<file path="config.mk">
export PLATFORM = sky130hd
export DESIGN_NAME = axa_stream_ctrl_flat
export DESIGN_NICKNAME = d
export VERILOG_FILES = /design/src/rtl/axa_stream_ctrl_pkg.sv /design/src/rtl/axa_stream_ctrl_if.sv /design/src/rtl/axa_stream_ctrl_timeout_timer.sv /design/src/rtl/axa_stream_ctrl.sv /design/src/flat_wrapper.sv
export SDC_FILE = /design/constraint.sdc
export NUM_CORES = 1
export LEC_CHECK = 0
export ABC_CLOCK_PERIOD_IN_PS = 5800
export CAP_MARGIN = 10
export CORE_MARGIN = 5
export CORE_UTILIZATION = 30
export CTS_CLUSTER_SIZE = 24
export DETAILED_ROUTE_END_ITERATION = 7
export PLACE_DENSITY_LB_ADDON = 0.3
export SLEW_MARGIN = 10
export SYNTH_ARGS = -nofsm -noshare
export SYNTH_HDL_FRONTEND = slang
export SYNTH_SLANG_ARGS = --single-unit
</file>
<file path="constraint.sdc">
create_clock -name input_Clk -period 5.8 [get_ports input_Clk]
set_input_delay 1.16 -clock input_Clk [delete_from_list [all_inputs] [get_ports input_Clk]]
set_output_delay 1.16 -clock input_Clk [all_outputs]
set_load 0.02 [all_outputs]
</file>
<file path="src/rtl/axa_stream_ctrl_pkg.sv">
// Shared constants for the AxA streaming controller: word type, FSM encoding,
// operand and result register indices.
package axa_stream_ctrl_pkg;

  localparam int WORD_W = 32;
  typedef logic [WORD_W-1:0] word_t;

  localparam int N_OPS = 8;
  localparam int N_RES = 4;

  localparam logic [2:0] ST_LOAD  = 3'd0;
  localparam logic [2:0] ST_START = 3'd1;
  localparam logic [2:0] ST_WAIT  = 3'd2;
  localparam logic [2:0] ST_ACK   = 3'd3;
  localparam logic [2:0] ST_CLEAR = 3'd4;
  localparam logic [2:0] ST_DRAIN = 3'd5;

  // Operands arrive in this order; the load count doubles as the register index.
  localparam logic [2:0] IDX_A11 = 3'd0;
  localparam logic [2:0] IDX_A12 = 3'd1;
  localparam logic [2:0] IDX_A21 = 3'd2;
  localparam logic [2:0] IDX_A22 = 3'd3;
  localparam logic [2:0] IDX_B11 = 3'd4;
  localparam logic [2:0] IDX_B12 = 3'd5;
  localparam logic [2:0] IDX_B21 = 3'd6;
  localparam logic [2:0] IDX_B22 = 3'd7;

  localparam logic [1:0] IDX_C11 = 2'd0;
  localparam logic [1:0] IDX_C12 = 2'd1;
  localparam logic [1:0] IDX_C21 = 2'd2;
  localparam logic [1:0] IDX_C22 = 2'd3;

endpackage

</file>
<file path="src/rtl/axa_stream_ctrl_if.sv">
// Serial operand-in / result-out stream bundle with valid/ready handshakes.
interface axa_stream_ctrl_if;
  import axa_stream_ctrl_pkg::*;

  word_t in_data;
  logic  in_valid;
  logic  in_ready;
  word_t out_data;
  logic  out_valid;
  logic  out_ready;
  logic  out_last;

  modport master (
    output in_data, in_valid, out_ready,
    input  in_ready, out_data, out_valid, out_last
  );

  modport slave (
    input  in_data, in_valid, out_ready,
    output in_ready, out_data, out_valid, out_last
  );

endinterface

</file>
<file path="src/rtl/axa_stream_ctrl_timeout_timer.sv">
// Cycle counter that flags the last permitted cycle of a bounded wait.
module axa_timeout_timer #(
  parameter int TIMEOUT_CYCLES = 1024,
  parameter int TMR_W          = 11
) (
  input  logic clk,
  input  logic rst_n,
  input  logic clear,
  input  logic enable,
  output logic expired
);

  logic [TMR_W-1:0] cnt_q, cnt_d;

  always_comb begin
    cnt_d = cnt_q;
    if (clear)       cnt_d = '0;
    else if (enable) cnt_d = cnt_q + TMR_W'(1);
  end

  always_ff @(posedge clk) begin
    if (!rst_n) cnt_q <= '0;
    else        cnt_q <= cnt_d;
  end

  assign expired = (cnt_q == TMR_W'(TIMEOUT_CYCLES - 1));

endmodule

</file>
<file path="src/rtl/axa_stream_ctrl.sv">
// Serial-to-parallel front end and parallel-to-serial back end for the 2x2
// matrix adder, driving its Start / C_Ack handshake with bounded waits.
module axa_stream_ctrl
  import axa_stream_ctrl_pkg::*;
#(
  parameter int TIMEOUT_CYCLES = 1024,
  parameter int TMR_W          = 11
) (
  input  logic  input_Clk,
  input  logic  input_Reset,
  axa_stream_ctrl_if.slave strm,
  output word_t output_A11,
  output word_t output_A12,
  output word_t output_A21,
  output word_t output_A22,
  output word_t output_B11,
  output word_t output_B12,
  output word_t output_B21,
  output word_t output_B22,
  output logic  output_Start,
  output logic  output_C_Ack,
  input  logic  input_Stable,
  input  word_t input_C11,
  input  word_t input_C12,
  input  word_t input_C21,
  input  word_t input_C22,
  output logic  output_Busy,
  output logic  output_Timeout
);

  logic [2:0] state_q, state_d;
  logic [2:0] count_q, count_d;
  logic [1:0] idx_q, idx_d;
  logic       timeout_q, timeout_d;
  word_t      op_q  [N_OPS];
  word_t      op_d  [N_OPS];
  word_t      res_q [N_RES];
  word_t      res_d [N_RES];
  logic       tmr_clr, tmr_en, tmr_expired;

  axa_timeout_timer #(
    .TIMEOUT_CYCLES(TIMEOUT_CYCLES),
    .TMR_W         (TMR_W)
  ) u_timer (
    .clk    (input_Clk),
    .rst_n  (input_Reset),
    .clear  (tmr_clr),
    .enable (tmr_en),
    .expired(tmr_expired)
  );

  always_comb begin
    // NOTE: every signal gets a default here so no path leaves it unassigned (no latch).
    state_d   = state_q;
    count_d   = count_q;
    idx_d     = idx_q;
    timeout_d = timeout_q;
    op_d      = op_q;
    res_d     = res_q;
    tmr_clr   = 1'b0;
    tmr_en    = 1'b0;
    case (state_q)
      ST_LOAD: begin
        if (strm.in_valid) begin
          op_d[count_q] = strm.in_data;
          if (count_q == IDX_B22) begin
            count_d = '0;
            state_d = ST_START;
          end else begin
            count_d = count_q + 3'd1;
          end
        end
      end
      ST_START: begin
        tmr_clr = 1'b1;
        state_d = ST_WAIT;
      end
      ST_WAIT: begin
        tmr_en = 1'b1;
        // Stable wins even on the expiry cycle.
        if (input_Stable) begin
          state_d = ST_ACK;
        end else if (tmr_expired) begin
          timeout_d = 1'b1;
          count_d   = '0;
          state_d   = ST_LOAD;
        end
      end
      ST_ACK: begin
        res_d[IDX_C11] = input_C11;
        res_d[IDX_C12] = input_C12;
        res_d[IDX_C21] = input_C21;
        res_d[IDX_C22] = input_C22;
        tmr_clr        = 1'b1;
        state_d        = ST_CLEAR;
      end
      ST_CLEAR: begin
        tmr_en = 1'b1;
        // Results are already captured, so a stuck Stable still lets them drain.
        if (!input_Stable) begin
          state_d = ST_DRAIN;
        end else if (tmr_expired) begin
          timeout_d = 1'b1;
          state_d   = ST_DRAIN;
        end
      end
      ST_DRAIN: begin
        if (strm.out_ready) begin
          if (idx_q == IDX_C22) begin
            idx_d   = '0;
            count_d = '0;
            state_d = ST_LOAD;
          end else begin
            idx_d = idx_q + 2'd1;
          end
        end
      end
      default: state_d = ST_LOAD;
    endcase
  end

  always_ff @(posedge input_Clk) begin
    // NOTE: state registers use non-blocking assignment so all flops update together.
    if (!input_Reset) begin
      state_q   <= ST_LOAD;
      count_q   <= '0;
      idx_q     <= '0;
      timeout_q <= 1'b0;
      // NOTE: operand/result storage is cleared so no stale word survives a reset.
      op_q      <= '{default: '0};
      res_q     <= '{default: '0};
    end else begin
      state_q   <= state_d;
      count_q   <= count_d;
      idx_q     <= idx_d;
      timeout_q <= timeout_d;
      op_q      <= op_d;
      res_q     <= res_d;
    end
  end

  assign strm.in_ready  = (state_q == ST_LOAD);
  assign strm.out_valid = (state_q == ST_DRAIN);
  assign strm.out_data  = res_q[idx_q];
  assign strm.out_last  = (state_q == ST_DRAIN) && (idx_q == IDX_C22);

  assign output_Start   = (state_q == ST_START);
  assign output_C_Ack   = (state_q == ST_ACK);
  assign output_Busy    = (state_q != ST_LOAD);
  assign output_Timeout = timeout_q;

  assign output_A11 = op_q[IDX_A11];
  assign output_A12 = op_q[IDX_A12];
  assign output_A21 = op_q[IDX_A21];
  assign output_A22 = op_q[IDX_A22];
  assign output_B11 = op_q[IDX_B11];
  assign output_B12 = op_q[IDX_B12];
  assign output_B21 = op_q[IDX_B21];
  assign output_B22 = op_q[IDX_B22];

endmodule

</file>
<file path="src/flat_wrapper.sv">
// flat-port wrapper written by rule: the top's interface ports become plain ports
module axa_stream_ctrl_flat import axa_stream_ctrl_pkg::*;
#(
  parameter int TIMEOUT_CYCLES = 1024,
  parameter int TMR_W          = 11
)
  (input_Clk, input_Reset, output_A11, output_A12, output_A21, output_A22, output_B11, output_B12, output_B21, output_B22, output_Start, output_C_Ack, input_Stable, input_C11, input_C12, input_C21, input_C22, output_Busy, output_Timeout, strm_in_data, strm_in_valid, strm_out_ready, strm_in_ready, strm_out_data, strm_out_valid, strm_out_last);
  axa_stream_ctrl_if strm_i ();
  input  logic input_Clk;
  input  logic input_Reset;
  output word_t output_A11;
  output word_t output_A12;
  output word_t output_A21;
  output word_t output_A22;
  output word_t output_B11;
  output word_t output_B12;
  output word_t output_B21;
  output word_t output_B22;
  output logic output_Start;
  output logic output_C_Ack;
  input  logic input_Stable;
  input  word_t input_C11;
  input  word_t input_C12;
  input  word_t input_C21;
  input  word_t input_C22;
  output logic output_Busy;
  output logic output_Timeout;
  input wire logic [$bits(strm_i.in_data)-1:0] strm_in_data;
  input wire logic [$bits(strm_i.in_valid)-1:0] strm_in_valid;
  input wire logic [$bits(strm_i.out_ready)-1:0] strm_out_ready;
  output wire logic [$bits(strm_i.in_ready)-1:0] strm_in_ready;
  output wire logic [$bits(strm_i.out_data)-1:0] strm_out_data;
  output wire logic [$bits(strm_i.out_valid)-1:0] strm_out_valid;
  output wire logic [$bits(strm_i.out_last)-1:0] strm_out_last;
  assign strm_i.in_data = strm_in_data;
  assign strm_i.in_valid = strm_in_valid;
  assign strm_i.out_ready = strm_out_ready;
  assign strm_in_ready = strm_i.in_ready;
  assign strm_out_data = strm_i.out_data;
  assign strm_out_valid = strm_i.out_valid;
  assign strm_out_last = strm_i.out_last;
  axa_stream_ctrl #(.TIMEOUT_CYCLES(TIMEOUT_CYCLES), .TMR_W(TMR_W)) u_core (.input_Clk(input_Clk), .input_Reset(input_Reset), .strm(strm_i), .output_A11(output_A11), .output_A12(output_A12), .output_A21(output_A21), .output_A22(output_A22), .output_B11(output_B11), .output_B12(output_B12), .output_B21(output_B21), .output_B22(output_B22), .output_Start(output_Start), .output_C_Ack(output_C_Ack), .input_Stable(input_Stable), .input_C11(input_C11), .input_C12(input_C12), .input_C21(input_C21), .input_C22(input_C22), .output_Busy(output_Busy), .output_Timeout(output_Timeout));
endmodule
</file>
After elaboration in Yosys (flattened, before gate mapping) --
Cells that the tools add are included. W data, S select, Z words.
Storage, ports and cells: register bits after elaboration 404, bits of input ports 165, output and inout bits 295, word-level logic and storage cells 83
Cells by class: add/subtract/negate cells 3, magnitude comparators 3, equal/unequal tests 17, muxes and demuxes 26, bitwise gates (word level) 3, reduce and logical (&&, ||, !) cells 14
Operators by type and width (number):
- $bwmux W256 | 1
- $demux W32 S3 | 1
- $mux W32 | 3
- $bmux W32 S2 | 1
- $mux W3 | 11
- $pmux W3 S6 | 1
- $reduce_and A6 Y1 | 2
- $add A11 B1 Y11 const B | 1
- $eq A11 B10 Y1 const B | 1
- $eq A3 B3 Y1 const B | 3
- $pmux W3 S3 | 1
- $ne A2 B2 Y1 const B | 4
- $eq A3 B2 Y1 const B | 2
- $ne A2 B1 Y1 const B | 3
- $ne A3 B2 Y1 const B | 2
- $reduce_bool A3 Y1 | 2
- $reduce_or A2 Y1 | 3
- $mux W1 | 5
- $ge A4 B4 Y1 const B | 1
- $lt A4 B1 Y1 const B | 1
- $not A3 Y4 | 1
- $reduce_and A2 Y1 | 2
- $add A3 B1 Y3 const B | 1
- $eq A3 B1 Y1 const B | 1
- 11 further kinds | 12

Longest topological paths before layout --
depth after elaboration 6, mapped depth 8, gate-level depth less buffers 6

Hierarchy --
From an unflattened synthesis, not the netlist that was laid out.
Second synthesis, totals: cell total of the unflattened synthesis 1607, area total of the unflattened synthesis 15504.9 µm²
By module, submodules not included:
- axa_stream_ctrl | instances 1, cells an instance 1550, area each 14981.9 µm², sequential area each 7867.5 µm²
- axa_timeout_timer | instances 1, cells an instance 57, area each 523.0 µm², sequential area each 220.2 µm²

Worst setup path after synthesis --
OpenSTA, ideal clock, no wires.
kind input -> output, from input port u_core.idx_q[0], to output port strm_out_data[10], arrival time 1.634 ns, data required time 4.640 ns, setup slack 3.006 ns, cell stages on the path 5, buffers on the path 3, path through dfxtp_1 -> buf_2 -> buf_1 -> clkbuf_1 -> mux4_2
Between the ends: word-level cells in the longest chain between the ends 4
RTL lines:
- from (decl) | RTL line axa_stream_ctrl.sv:33 | logic [1:0] idx_q, idx_d;
- $not A2 Y3 (implied by the code) | RTL line axa_stream_ctrl.sv:144 | assign strm.out_data = res_q[idx_q];
- $bmux W32 S2 | RTL line axa_stream_ctrl.sv:144
- $mux W32 (implied by the code) (2 in a row) | RTL line axa_stream_ctrl.sv:144
- to (decl) | RTL line flat_wrapper.sv:32 | output wire logic [$bits(strm_i.out_data)-1:0] strm_out_data;
No other way between the ends. The select of a mux whose other input is x is not followed.

Worst setup path after layout --
from input port u_core.state_q[0], to output port output_C_Ack
Between the ends: word-level cells in the longest chain between the ends 1
RTL lines:
- from (decl) | RTL line axa_stream_ctrl.sv:31 | logic [2:0] state_q, state_d;
- $eq A3 B2 Y1 | RTL line axa_stream_ctrl.sv:148 | assign output_C_Ack = (state_q == ST_ACK);
- to (decl) | RTL line flat_wrapper.sv:20 | output logic output_C_Ack;
No other way between the ends.

==> flow_summary_export.csv <==
group,metric,value,unit
global_route,number_of_global_route_vias_before_repair,13900,
job,drv.max_cap_violation_count,0,
setup_path,worst-setup-path-type,"reg -> out",
floorplanning,placeableCoreArea,0.0535,mm^2
cts,cts_max_path_buffers,3,
placement,portBuffers,459,
route,drt-total-wl,58800,um
synthesis,postSynthRegisterBits,404,
hold_path,path_category_of_the_worst_min_delay_check,"reg -> reg",
setup_path,end_kind,"output pin",
floorplanning,dieHeight,242,um
synthesis,synth_top_cells_by_area,"sky130_fd_sc_hd__dfxtp_1, sky130_fd_sc_hd__nand2_1, sky130_fd_sc_hd__a21boi_0",
setup_path,crit-reg2reg-launch,"u_core.state_q[0]$_SDFFE_PN0P_",
synthesis,synth-main-ff-cell,"sky130_fd_sc_hd__dfxtp_1",
sta,setup_viol_count_final,0,
cells_and_area,max_ffs_per_register,128,
sta,worst_pin_slew,1050,ps
synthesis,ys_top_cells_by_count,"sky130_fd_sc_hd__nand2_1, sky130_fd_sc_hd__dfxtp_1, sky130_fd_sc_hd__a21boi_0",
setup_path,cp-startpoint,"u_core.state_q[0]$_SDFFE_PN0P_",
cells_and_area,fin_cells,2958,
sta,maxSlewViolCount,0,
setup_path,reg2reg_setup_slack,2500,ps
synthesis,postSynthNetCount,2051,
cts,cts-hold-fix-buffers,0,
synthesis,yosysSeqAreaShare,50.2,%
power_and_ir_drop,p_leak,7.35,nW
synthesis,synthCells,1882,
route,drtAntennaViolNets,0,
route,drt_iter0_markers,729,
global_route,global_route.overflow_total,0,
cts,cts_buffer_count,45,
synthesis,synth_most_common_cell,"sky130_fd_sc_hd__nand2_1",
floorplanning,die_w,242,um
synthesis,number_of_synthesized_flops_with_an_enable_pin,0,
cts,worst_setup_hold_path_clk_slew,60,ps
sta,unrepaired_setup_endpoints_after_global_routing,"no",
cts,postCtsResizedCells,0,
status,outcome,"finished, final reports clean",
global_route,grt_pass1_wl,88600,um
sta,final_min_period_over_clock_period,79.7,%
synthesis,synth_async_sr_flop_share,0,%
placement,dp.cells,2881,
cts,htree_num_levels,2,
floorplanning,num_io_pins,460,
placement,hpwl,40000,um
synthesis,mappedNetlistArea,0.0161,mm^2
sta,final_period_minus_worst_setup_slack,4620,ps
sta,max_clock_freq,216,MHz
cells_and_area,area.growth.synth_to_final,39.3,%
power_and_ir_drop,max-vdd-ir-drop,0.191,mV
floorplanning,design.die.area,0.0584,mm^2
route,drc,0,
power_and_ir_drop,power_density,271,mW/mm^2
global_route,grt.total_usage,19.3,%
synthesis,syn_warnings,0,
sta,max_slew_margin,29.9,%
floorplanning,floorplan.initialDensity,30.1,%
cts,clockRootBuffer,"sky130_fd_sc_hd__clkbuf_16",
global_route,antenna_found_initial,0,
setup_path,critical_r2r_capture,"u_core.res_q[105]$_SDFFE_PN0P_",
sta,final_tns_setup,0,ps
route,drt-pass1-iter-count,5,
setup_path,critical_path_required,4640,ps
cells_and_area,largest-register,"u_core.res_q",
cells_and_area,antenna_cells,0,
route,vias,14000,
cts,clkSinkCount,404,
cells_and_area,nNetsFinal,2401,
floorplanning,fp-row-count,85,
cts,tritoncts,"built",
cells_and_area,drive_gt1_share,6.01,%
cts,cts_setup_buffers,0,
sta,fin_skew,23.7,ps
setup_path,worstPathMaxFanout,62,
setup_path,rr_worst_depth,5,
global_route,grt_start_max_net_pins,164,
synthesis,syn-mean-instance-area,8.56,um^2
setup_path,cp-start-kind,"flop",
synthesis,synth_largest_type_area_fraction,50.2,%
sta,finalHoldViolCount,0,
setup_path,worst_ep_arrival_time,3460,ps
synthesis,netlist_cell_types,44,
placement,finalWeightedCongestion,0.819,
cts,insertion_delay,560,ps
hold_path,worstHoldPathCells,2,
synthesis,netlist.top_cell.by_area,"sky130_fd_sc_hd__dfxtp_1",
setup_path,worstSetupEndpoint,"output_C_Ack",
route,vias_per_inst,4.74,
route,drt-wirelength-per-cell,19.9,um
## metrics by stage
step / power (mW) / utilization [%] / instance area [um^2] / hold WS, ps / worst slack, ps
2_1_floorplan: 3.12 / - / 16100 / 440 / 3010
3_3_place_gp: 3.40 / 39.3 / 21000 / 441 / 1810
3_5_place_dp: 3.40 / 39.3 / 21000 / 444 / 1760
4_1_cts: 6.18 / 41.9 / 22400 / 452 / 1140
5_1_grt: 6.32 / 41.9 / 22400 / 471 / 891
6_report: 6.08 / 41.9 / 22400 / 449 / 1180
## report_power, final
group / internal [mW] / total (mW) / switching (mW)
Clock: 1.61 / 2.75 / 1.14
Combinational: 0.230 / 0.489 / 0.258
Sequential: 2.82 / 2.84 / 0.0263
Total: 4.66 / 6.08 / 1.42
## final cells by class
cell class	count	area, um^2
Timing Repair Buffer	476	4740
Sequential cell	404	8090
Inverter	3	12.5
Multi-Input combinational cell	1302	7320
Clock buffer	68	1320
Clock inverter	9	80.1
Tap cell	696	871
Fill cell	5215	31100
## worst min-delay path by stage
| stage | to | from | slack [ps] |
|---|---|---|---|
| 3_3_place_gp | u_core.output_B12[4]$_SDFFE_PN0P_ | u_core.output_B12[4]$_SDFFE_PN0P_ | 440 |
| 6_report | u_core.output_A12[6]$_SDFFE_PN0P_ | u_core.output_A12[6]$_SDFFE_PN0P_ | 450 |
| 4_1_cts | u_core.output_B11[22]$_SDFFE_PN0P_ | u_core.output_B11[22]$_SDFFE_PN0P_ | 450 |
| 2_1_floorplan | u_core.res_q[32]$_SDFFE_PN0P_ | u_core.res_q[32]$_SDFFE_PN0P_ | 440 |
| 3_5_place_dp | u_core.output_B11[22]$_SDFFE_PN0P_ | u_core.output_B11[22]$_SDFFE_PN0P_ | 440 |
| 5_1_grt | u_core.output_A21[29]$_SDFFE_PN0P_ | u_core.output_A21[29]$_SDFFE_PN0P_ | 470 |
## routing by layer
metal | share of wire, % | vias up | GRT usage [%]
met1 | 43 | 6730 | 24.6
met4 | 3.0 | 0 | 5.98
met3 | 8.0 | 89 | 6.55
li1 | - | 6789 | -
met5 | 0 | - | 0
met2 | 46 | 416 | 31.2
## worst max-delay path, stage by stage (launching register included)
cell	delay, ps
sky130_fd_sc_hd__dfxtp_1	780
sky130_fd_sc_hd__nand3_4	560
sky130_fd_sc_hd__clkinv_2	790
sky130_fd_sc_hd__clkdlybuf4s50_1	750
## cells in the final DEF, fill, tap and decap left out, types with 5 or more instances in the layout
master                              n
sky130_fd_sc_hd__nor3_1             6
sky130_fd_sc_hd__mux4_2            32
sky130_fd_sc_hd__nand2_1          784
sky130_fd_sc_hd__clkbuf_16         45
sky130_fd_sc_hd__buf_4             16
sky130_fd_sc_hd__clkbuf_1          12
sky130_fd_sc_hd__clkdlybuf4s50_1  458
sky130_fd_sc_hd__xor2_1             6
sky130_fd_sc_hd__clkbuf_8          12
sky130_fd_sc_hd__dfxtp_1          402
sky130_fd_sc_hd__a21oi_1            5
sky130_fd_sc_hd__nand3_1            9
sky130_fd_sc_hd__a21boi_0         290
sky130_fd_sc_hd__clkinv_2           6
sky130_fd_sc_hd__nor2_1            17
sky130_fd_sc_hd__a21boi_1          95
sky130_fd_sc_hd__xnor2_1            5
## logic make-up after synthesis
logic type / after synthesis / synth area share [%]
and+or+nand+nor: 854 / 21.0
xor gates and xnor gates: 11 / 0.598
AOI/OAI and AO/OA: 398 / 18.4
DFF: 404 / 50.2
adders and majority gates: 4 / 0.311
muxes: 35 / 4.66
buffers and inverters: 176 / 4.77
Power figures use the tool's default switching activity.
